### config.mk
export PLATFORM = sky130hd
export DESIGN_NAME = csr_commit_ctrl
export DESIGN_NICKNAME = d
export VERILOG_FILES = /design/src/rtl/csr_defs_pkg.sv /design/src/rtl/csr_commit_ctrl.sv
export SDC_FILE = /design/constraint.sdc
export NUM_CORES = 1
export LEC_CHECK = 0
export BUFFER_PORTS_ARGS = -buffer_cell sky130_fd_sc_hd__buf_2
export CELL_PAD_IN_SITES_DETAIL_PLACEMENT = 0
export CELL_PAD_IN_SITES_GLOBAL_PLACEMENT = 1
export CORE_AREA = 2 2 169 171
export CTS_CLUSTER_DIAMETER = 100
export DETAILED_ROUTE_END_ITERATION = 6
export DIE_AREA = 0 0 171 173
export PLACE_DENSITY_LB_ADDON = 0.1
export SETUP_SLACK_MARGIN = 0.05
export SYNTH_ARGS = -nofsm -noshare
export SYNTH_HDL_FRONTEND = slang
export SYNTH_SLANG_ARGS = --single-unit
### constraint.sdc
create_clock -name clk -period 3.6 [get_ports clk]
set_input_delay 0.72 -clock clk [delete_from_list [all_inputs] [get_ports clk]]
set_output_delay 0.72 -clock clk [all_outputs]
set_load 0.005 [all_outputs]
### src/rtl/csr_defs_pkg.sv
// Shared CSR-file definitions: CSR numbers, exception codes, CSR op encoding
// and the writeback-commit FSM state type.
package csr_defs_pkg;

  localparam logic [13:0] CSR_CRMD   = 14'h000;
  localparam logic [13:0] CSR_PRMD   = 14'h001;
  localparam logic [13:0] CSR_ECFG   = 14'h004;
  localparam logic [13:0] CSR_ESTAT  = 14'h005;
  localparam logic [13:0] CSR_ERA    = 14'h006;
  localparam logic [13:0] CSR_EENTRY = 14'h00C;
  localparam logic [13:0] CSR_SAVE0  = 14'h030;
  localparam logic [13:0] CSR_SAVE1  = 14'h031;
  localparam logic [13:0] CSR_SAVE2  = 14'h032;
  localparam logic [13:0] CSR_SAVE3  = 14'h033;
  localparam logic [13:0] CSR_TICLR  = 14'h044;

  localparam logic [5:0] EC_INT = 6'h00;
  localparam logic [5:0] EC_SYS = 6'h0B;
  localparam logic [5:0] EC_BRK = 6'h0C;
  localparam logic [5:0] EC_INE = 6'h0D;

  typedef enum logic [1:0] {
    CSR_OP_NONE = 2'b00,
    CSR_OP_RD   = 2'b01,
    CSR_OP_WR   = 2'b10,
    CSR_OP_XCHG = 2'b11
  } csr_op_e;

  typedef enum logic [0:0] {
    ST_IDLE  = 1'b0,
    ST_DRAIN = 1'b1
  } wb_state_e;

endpackage

### src/rtl/csr_commit_ctrl.sv
// Writeback-stage commit controller: raises exceptions/interrupts/ERTN, drives
// the CSR port, writes back the old CSR value and drains wrong-path work after a redirect.
module csr_commit_ctrl
  import csr_defs_pkg::*;
#(
  parameter int unsigned DRAIN_CYCLES = 2,
  parameter logic [5:0]  ECODE_INT    = EC_INT
) (
  input  logic        clk,
  input  logic        reset,
  input  logic        ms_valid,
  output logic        ms_ready,
  input  logic [31:0] ms_pc,
  input  logic        ms_ex,
  input  logic [5:0]  ms_ecode,
  input  logic [8:0]  ms_esubcode,
  input  logic        ms_ertn,
  input  logic [1:0]  ms_csr_op,
  input  logic [13:0] ms_csr_num,
  input  logic [31:0] ms_csr_wdata,
  input  logic [31:0] ms_csr_mask,
  input  logic [4:0]  ms_dest,
  input  logic        ms_rf_we,
  input  logic        has_int,
  input  logic [31:0] csr_rvalue,
  input  logic [31:0] ex_entry,
  input  logic [31:0] era,
  output logic        csr_re,
  output logic [13:0] csr_num,
  output logic        csr_we,
  output logic [31:0] csr_wmask,
  output logic [31:0] csr_wvalue,
  output logic        wb_ex,
  output logic [31:0] wb_pc,
  output logic [5:0]  wb_ecode,
  output logic [8:0]  wb_esubcode,
  output logic        ertn_flush,
  output logic        rf_we,
  output logic [4:0]  rf_waddr,
  output logic [31:0] rf_wdata,
  output logic        flush_valid,
  output logic [31:0] flush_pc
);

  wb_state_e   r_state;
  logic [3:0]  r_drain_cnt;
  logic        r_ws_valid;
  logic [31:0] r_ws_pc;
  logic        r_ws_ex;
  logic [5:0]  r_ws_ecode;
  logic [8:0]  r_ws_esubcode;
  logic        r_ws_ertn;
  logic [1:0]  r_ws_csr_op;
  logic [13:0] r_ws_csr_num;
  logic [31:0] r_ws_csr_wdata;
  logic [31:0] r_ws_csr_mask;
  logic [4:0]  r_ws_dest;
  logic        r_ws_rf_we;

  logic w_int;
  logic w_exc;
  logic w_ertn;
  logic w_csr;
  logic w_flush;
  logic w_accept;

  // An interrupt is only taken on a real instruction, and it outranks everything.
  assign w_int    = r_ws_valid & has_int;
  assign w_exc    = w_int | (r_ws_valid & r_ws_ex);
  assign w_ertn   = r_ws_valid & r_ws_ertn & ~w_exc;
  assign w_csr    = r_ws_valid & (r_ws_csr_op != CSR_OP_NONE) & ~w_exc;
  assign w_flush  = w_exc | w_ertn;
  // The beat offered alongside a redirect is wrong-path and is dropped.
  assign w_accept = ms_valid & (r_state == ST_IDLE) & ~w_flush;

  assign ms_ready = 1'b1;

  assign wb_ex       = w_exc;
  assign wb_pc       = w_exc ? r_ws_pc : 32'd0;
  assign wb_ecode    = w_int ? ECODE_INT : (w_exc ? r_ws_ecode : 6'd0);
  assign wb_esubcode = (w_exc & ~w_int) ? r_ws_esubcode : 9'd0;
  assign ertn_flush  = w_ertn;
  assign flush_valid = w_flush;
  assign flush_pc    = w_exc ? ex_entry : (w_ertn ? era : 32'd0);

  assign csr_re     = w_csr;
  assign csr_num    = r_ws_valid ? r_ws_csr_num : 14'd0;
  assign csr_we     = w_csr & r_ws_csr_op[1];
  assign csr_wvalue = w_csr ? r_ws_csr_wdata : 32'd0;
  assign csr_wmask  = !w_csr ? 32'd0 :
                      (r_ws_csr_op == CSR_OP_XCHG) ? r_ws_csr_mask : 32'hFFFF_FFFF;

  // Non-CSR writebacks carry no data through this port; the old CSR value is
  // returned as read, before this cycle's write lands.
  assign rf_we    = r_ws_valid & r_ws_rf_we & ~w_exc;
  assign rf_waddr = r_ws_valid ? r_ws_dest : 5'd0;
  assign rf_wdata = w_csr ? csr_rvalue : 32'd0;

  always_ff @(posedge clk) begin
    if (reset) begin
      r_ws_valid     <= 1'b0;
      r_ws_pc        <= 32'd0;
      r_ws_ex        <= 1'b0;
      r_ws_ecode     <= 6'd0;
      r_ws_esubcode  <= 9'd0;
      r_ws_ertn      <= 1'b0;
      r_ws_csr_op    <= 2'd0;
      r_ws_csr_num   <= 14'd0;
      r_ws_csr_wdata <= 32'd0;
      r_ws_csr_mask  <= 32'd0;
      r_ws_dest      <= 5'd0;
      r_ws_rf_we     <= 1'b0;
    end else begin
      r_ws_valid <= w_accept;
      if (w_accept) begin
        r_ws_pc        <= ms_pc;
        r_ws_ex        <= ms_ex;
        r_ws_ecode     <= ms_ecode;
        r_ws_esubcode  <= ms_esubcode;
        r_ws_ertn      <= ms_ertn;
        r_ws_csr_op    <= ms_csr_op;
        r_ws_csr_num   <= ms_csr_num;
        r_ws_csr_wdata <= ms_csr_wdata;
        r_ws_csr_mask  <= ms_csr_mask;
        r_ws_dest      <= ms_dest;
        r_ws_rf_we     <= ms_rf_we;
      end
    end
  end

  always_ff @(posedge clk) begin
    if (reset) begin
      r_state     <= ST_IDLE;
      r_drain_cnt <= 4'd0;
    end else begin
      case (r_state)
        ST_IDLE: begin
          if (w_flush) begin
            r_state     <= ST_DRAIN;
            r_drain_cnt <= 4'(DRAIN_CYCLES);
          end
        end
        ST_DRAIN: begin
          if (r_drain_cnt == 4'd1) begin
            r_state     <= ST_IDLE;
            r_drain_cnt <= 4'd0;
          end else begin
            r_drain_cnt <= r_drain_cnt - 4'd1;
          end
        end
        default: begin
          r_state     <= ST_IDLE;
          r_drain_cnt <= 4'd0;
        end
      endcase
    end
  end

endmodule
==> results.cfg, run 1 <==
[setup_path]
startpoint_type = primary input
path_buf_inv = 3
path_common_cell = buf_2
r2r_slack_ns = 1.59
cp.arrival_ns = 2.18
cp.required_ns = 2.88
end_kind = primary output
crit_family = simple AND/OR/NAND/NOR gates
crit_path_top_delay_cell = nor2_1
critPathKind = in -> out
path_max_fanout = 97
cp_cell_sequence = buf_2, nor2_1, o211a_2, buf_12, and2_1, buf_2
crit_path_max_incr_delay_ns = 0.33

[sta]
rsz0062_at_grt = no
fmax_ghz = 0.345
slew_viol_final = 0
timing.final.ws_setup_ns = 0.701
worst_pin_slew_ns = 0.683
fin_hold_ws_ns = 0.465
setup_tns_ns = 0
setup_viol = 0
fin_worst_skew_ns = 0.00977
max_slew_margin = 0.544
min_period_ns = 2.90
hold_viol_final = 0
fin_crit_sh = 0.805

[synth]
yosysSeqAreaShare = 0.361
ys_types = 29
synth_top_cell_by_area = dfxtp_1
synth_edf_count = 0
yosys-top-cells-count = nand2b_1, dfxtp_1, mux2i_1, and2_1, clkbuf_1
async_reset_ff_frac = 0
syn-cell-area_um2 = 7810
ys.flop_type = dfxtp_1
synth_area_leaders = dfxtp_1, nand2b_1, mux2i_1
syn_inst = 851
synth_top_cell_area_share = 0.361
yosysMostFrequentCell = nand2b_1
synth_fp_nets = 1088
avgSynthCellArea_um2 = 9.18
synth-warning-count = 0
ys_seq_elements = 141

[pwr]
ir_worst_vdd_mv = 0.234
power_density_nw_per_um2 = 392
fin_total_pwr_mw = 4.28
p_leak_nw = 5.44

[clocking]
htree_levels = 4
ctsResizeCount = 0
numCtsBuffers = 17
postCtsHoldBufs = 0
clk_latency_ns = 0.41
cts_root_buf = clkbuf_16
cts_tree = yes
cts.clk_slew.worst_paths_ns = 0.05
clkSinkCount = 141
cts_buffer_depth = 2
cts_setup_buffers = 0

[die]
rows = 61
die_x_um = 171
die_y_um = 173
start_util = 0.283
io_pins = 436
core_region_area_um2 = 27600
die_area_um2 = 29600

[route]
wl_per_cell_um = 15.4
vias = 7019
vias_per_cell = 4.28
drtAntennaViolNets = 0
drt-total-wl_um = 25200
drc = 0
dr.pass1.iters = 4
drtIter0Drc = 247

[place]
place_area_um2 = 10300
dp_cells = 1606
portBuffers = 434
dp_hpwl_um = 18700
dp_worst_setup_slack_ns = 0.696
place_congestion = 0.720

[global_route]
grt_usage = 0.166
grt_max_degree = 127
grt_pass1_wl_um = 38200
overflow = 0
antenna_found_initial = 8
grt_pass1_vias = 6828

[cells_and_area]
final_area_um2 = 10900
fin_util = 0.395
nets = 1484
layout.cells.non_filler = 1640
drive_gt1_frac = 0.386
syn_to_final_growth_pct = 39.5

[worst_hold_path]
hp-class = reg -> reg

[run_status]
status = complete, no violations

[flow_run]
cap_violations = 0
==> sequential cells by signal (all words and copies together) (netlist names) <==
| register | count |
|---|---|
| r_drain_cnt | 4 |
| r_state | 1 |
| r_ws_csr_mask | 32 |
| r_ws_csr_num | 14 |
| r_ws_csr_op | 2 |
| r_ws_csr_wdata | 32 |
| r_ws_dest | 5 |
| r_ws_ecode | 6 |
| r_ws_ertn | 1 |
| r_ws_esubcode | 9 |
| r_ws_ex | 1 |
| r_ws_pc | 32 |
| r_ws_rf_we | 1 |
| r_ws_valid | 1 |
==> where the power goes <==
part	total (mW)	leakage, nW	switching (mW)	internal [mW]
clock	1.89	0.303	0.713	1.18
combinational	0.630	3.97	0.287	0.343
sequential	1.75	1.16	0.0668	1.69
total	4.28	5.44	1.07	3.21
==> area by class of cell <==
| type | count | area [µm²] |
|---|---|---|
| clock buffers | 18 | 439 |
| flip-flops and latches | 141 | 2820 |
| well taps | 378 | 473 |
| multi-input cells | 632 | 4600 |
| inverters | 5 | 18.8 |
| clock inverters | 13 | 189 |
| fillers | 2899 | 16700 |
| diodes | 3 | 7.51 |
| repair buffers | 450 | 2350 |
==> metal layers <==
metal / share of wire / vias to the layer above / GRT usage
met2: 0.50 / 267 / 0.299
met5: 0.0022 / - / 0
met4: 0.014 / 8 / 0.0395
met3: 0.085 / 25 / 0.0584
li1: - / 3562 / -
met1: 0.40 / 3157 / 0.185
==> logic make-up after synthesis <==
logic type	Yosys count	synth area share
buf+inv	78	0.0514
flops	141	0.361
fa+ha+maj	2	0.00320
mux	135	0.173
other cells	1	0.000480
compound gates	72	0.0757
simple gates	422	0.335
==> cell usage in the layout (no fill, tap or decap), drive strengths merged, types with 4 or more instances in the layout <==
cell type	n
nand2b	271
and3	4
clkinv	5
o21a	32
mux2i	135
dfxtp	141
inv	7
buf	450
nand3	5
bufinv	4
a22o	32
clkbuf	18
and2	130
==> worst register-to-register path, cell delays in order (launching register included) <==
cell     delay (ns)
dfxtp_1        0.35
o31ai_4        0.42
and3_4         0.52
buf_4          0.42
mux2i_1        0.24
==> final timing paths <==
kind	start	end	cells after the start
setup / recovery	has_int	csr_wvalue[27]	6
hold / removal	r_ws_csr_num[9]$_SDFFE_PP0P_	r_ws_csr_num[9]$_SDFFE_PP0P_	2
setup reg to reg	r_ws_ertn$_SDFFE_PP0P_	r_ws_pc[28]$_SDFFE_PP0P_	4
hold reg to reg	r_ws_csr_num[9]$_SDFFE_PP0P_	r_ws_csr_num[9]$_SDFFE_PP0P_	2
Note: power is estimated with default switching activity, not from simulation.
==> run 2, diff against run 1 <==
- CORE_AREA: 2 2 169 171 -> default
- CORE_ASPECT_RATIO: default -> 0.6
- CORE_MARGIN: default -> 1
- CORE_UTILIZATION: default -> 32
- DIE_AREA: 0 0 171 173 -> default
- clock period: 3.6 -> 3.03 ns (I/O delays scaled with it)
==> run 2 against run 1 <==
  * Flip-flop and latch count unchanged
  * Worst setup slack lost 0.21 ns
  * Routed wire length fell by 3.4%
  * Cell count fell by 3.5%
  * Register-to-register slack got worse by 0.54 ns
  * Clock skew hardly changed
  * Cell area increased by 0.34%
  * Total power rose by 20%
  * Via count shrank 0.83%
  * Core utilization increased by 7.1 points
  * Critical path depth unchanged
  * Largest cell class unchanged
  * Highest routed layer unchanged
==> results.cfg, run 2 (same netlist as run 1, synthesis figures left out) <==
[sta]
hold_viol_final = 0
worst_pin_slew_ns = 0.577
fin_worst_skew_ns = 0.00943
fmax_ghz = 0.393
min_period_ns = 2.54
slew_viol_final = 0
setup_viol = 0
max_slew_margin = 0.615
setup_tns_ns = 0
rsz0062_at_grt = no
fin_crit_sh = 0.839

[worst_hold_path]
whs_path_depth = 3
hp-class = in -> reg
min_to = r_ws_pc[31]$_SDFFE_PP0P_
worstHoldStart = ms_pc[31]

[setup_path]
cp.arrival_ns = 1.94
path_buf_inv = 3
crit_path_top_delay_cell = dfxtp_1
path_common_cell = buf_4
critPathKind = reg -> out
cp_cell_sequence = nor2_1, buf_4, and3_1, buf_4, a22o_1, buf_2
crit_path_max_incr_delay_ns = 0.36
reg2reg_depth = 4
r2r_slack_ns = 1.05
path_max_fanout = 33
end_kind = primary output
timing.rr.end = r_ws_csr_wdata[24]$_SDFFE_PP0P_
crit_family = buffers and inverters
startpoint_type = flop
cp.required_ns = 2.42
regToRegStartpoint = r_ws_ertn$_SDFFE_PP0P_

[die]
die_area_um2 = 25100
die_y_um = 123
core_region_area_um2 = 23500
io_pins = 436
die_x_um = 204
start_util = 0.332
rows = 43

[clocking]
cts_setup_buffers = 0
cts_root_buf = clkbuf_16
cts_tree = yes
cts_buffer_depth = 2
clkSinkCount = 141
htree_levels = 4
cts.clk_slew.worst_paths_ns = 0.06
ctsResizeCount = 0
numCtsBuffers = 17
postCtsHoldBufs = 0
clk_latency_ns = 0.42

[pwr]
ir_worst_vdd_mv = 0.348
power_density_nw_per_um2 = 469
p_leak_nw = 5.49

[cells_and_area]
mostFrequentLayoutCell = buf_2
syn_to_final_growth_pct = 40.0
layout.cells.non_filler = 1582
final_cell_mix = buf_2, nand2b_1, dfxtp_1
drive_gt1_frac = 0.388
nets = 1489
seq_area_um2 = 2820
fill_cells = 2317
reg_top3 = r_ws_csr_mask: 32 flops, r_ws_csr_wdata: 32 flops, r_ws_pc: 32 flops
multi_input_area_um2 = 4600

[route]
vias = 6961
dr.pass1.iters = 6
wl_per_cell_um = 15.4
drc = 0
drtAntennaViolNets = 0
drtIter0Drc = 300
vias_per_cell = 4.40
drt-total-wl_um = 24300

[place]
portBuffers = 434
place_congestion = 0.854
dp_hpwl_um = 18100
dp_cells = 1548

[global_route]
overflow = 0
grt_pass1_wl_um = 36600
grt_max_degree = 98
antenna_found_initial = 4
grt_usage = 0.189
grt_pass1_vias = 6448

[flow_run]
cap_violations = 0

[run_status]
status = complete, no violations
==> run 2: changes by cell type in the layout (fill, tap and decap cells not counted) <==
cell        delta
buf_12         +6
clkbuf_8       +2
clkinv_2       +2
clkinv_4       -1
inv_6          -2
clkinvlp_4     -1
buf_4          -1
==> run 2: cell type report <==
class | count | area share
Multi-Input combinational cell | 632 | 0.421
Timing Repair Buffer | 455 | 0.225
Clock inverter | 11 | 0.0151
Antenna cell | 3 | 0.000686
Clock buffer | 20 | 0.0427
Inverter | 5 | 0.00172
Sequential cell | 141 | 0.258
Tap cell | 315 | 0.0360
==> run 2: power breakdown <==
group          switching (mW)  internal, mW
clock network           0.828          1.44
logic                   0.346         0.432
registers              0.0821          2.00
==> run 2: how the worst max path moves through the flow <==
stage	to	depth (start not counted)	start
global placement	flush_pc[15]	7	has_int
finish	flush_pc[15]	6	r_ws_ex$_SDFFE_PP0P_
global route	csr_wvalue[21]	4	r_ws_valid$_SDFF_PP0_
CTS	csr_wvalue[19]	4	r_ws_valid$_SDFF_PP0_
detailed placement	csr_wvalue[19]	7	has_int
floorplan	flush_pc[10]	5	has_int
==> run 2: per-layer routing <==
layer	vias up	wire, µm	track usage
met3	19	1340	0.0527
met5	-	13	0
li1	3588	-	-
met2	193	10700	0.291
met1	3159	12000	0.257
met4	2	245	0.0526
==> run 2: stage by stage <==
| stage | worst slack, ns | area [µm²] | util | hold slack (ns) | power [mW] |
|---|---|---|---|---|---|
| after floorplan | 0.846 | 7820 | - | 0.444 | 2.58 |
| after global placement | 0.593 | 10300 | 0.438 | 0.455 | 2.91 |
| after detailed placement | 0.598 | 10300 | 0.438 | 0.457 | 2.91 |
| after CTS | 0.467 | 10900 | 0.465 | 0.418 | 5.22 |
| after global routing | 0.326 | 10900 | 0.465 | 0.425 | 5.37 |
| final | 0.488 | 10900 | 0.465 | 0.442 | 5.13 |
==> run 2: worst register-to-register path: stages (launching register included) <==
cell     delay [ns]
dfxtp_1        0.35
o31ai_4        0.40
and3_4         0.64
buf_12         0.29
mux2i_1        0.24
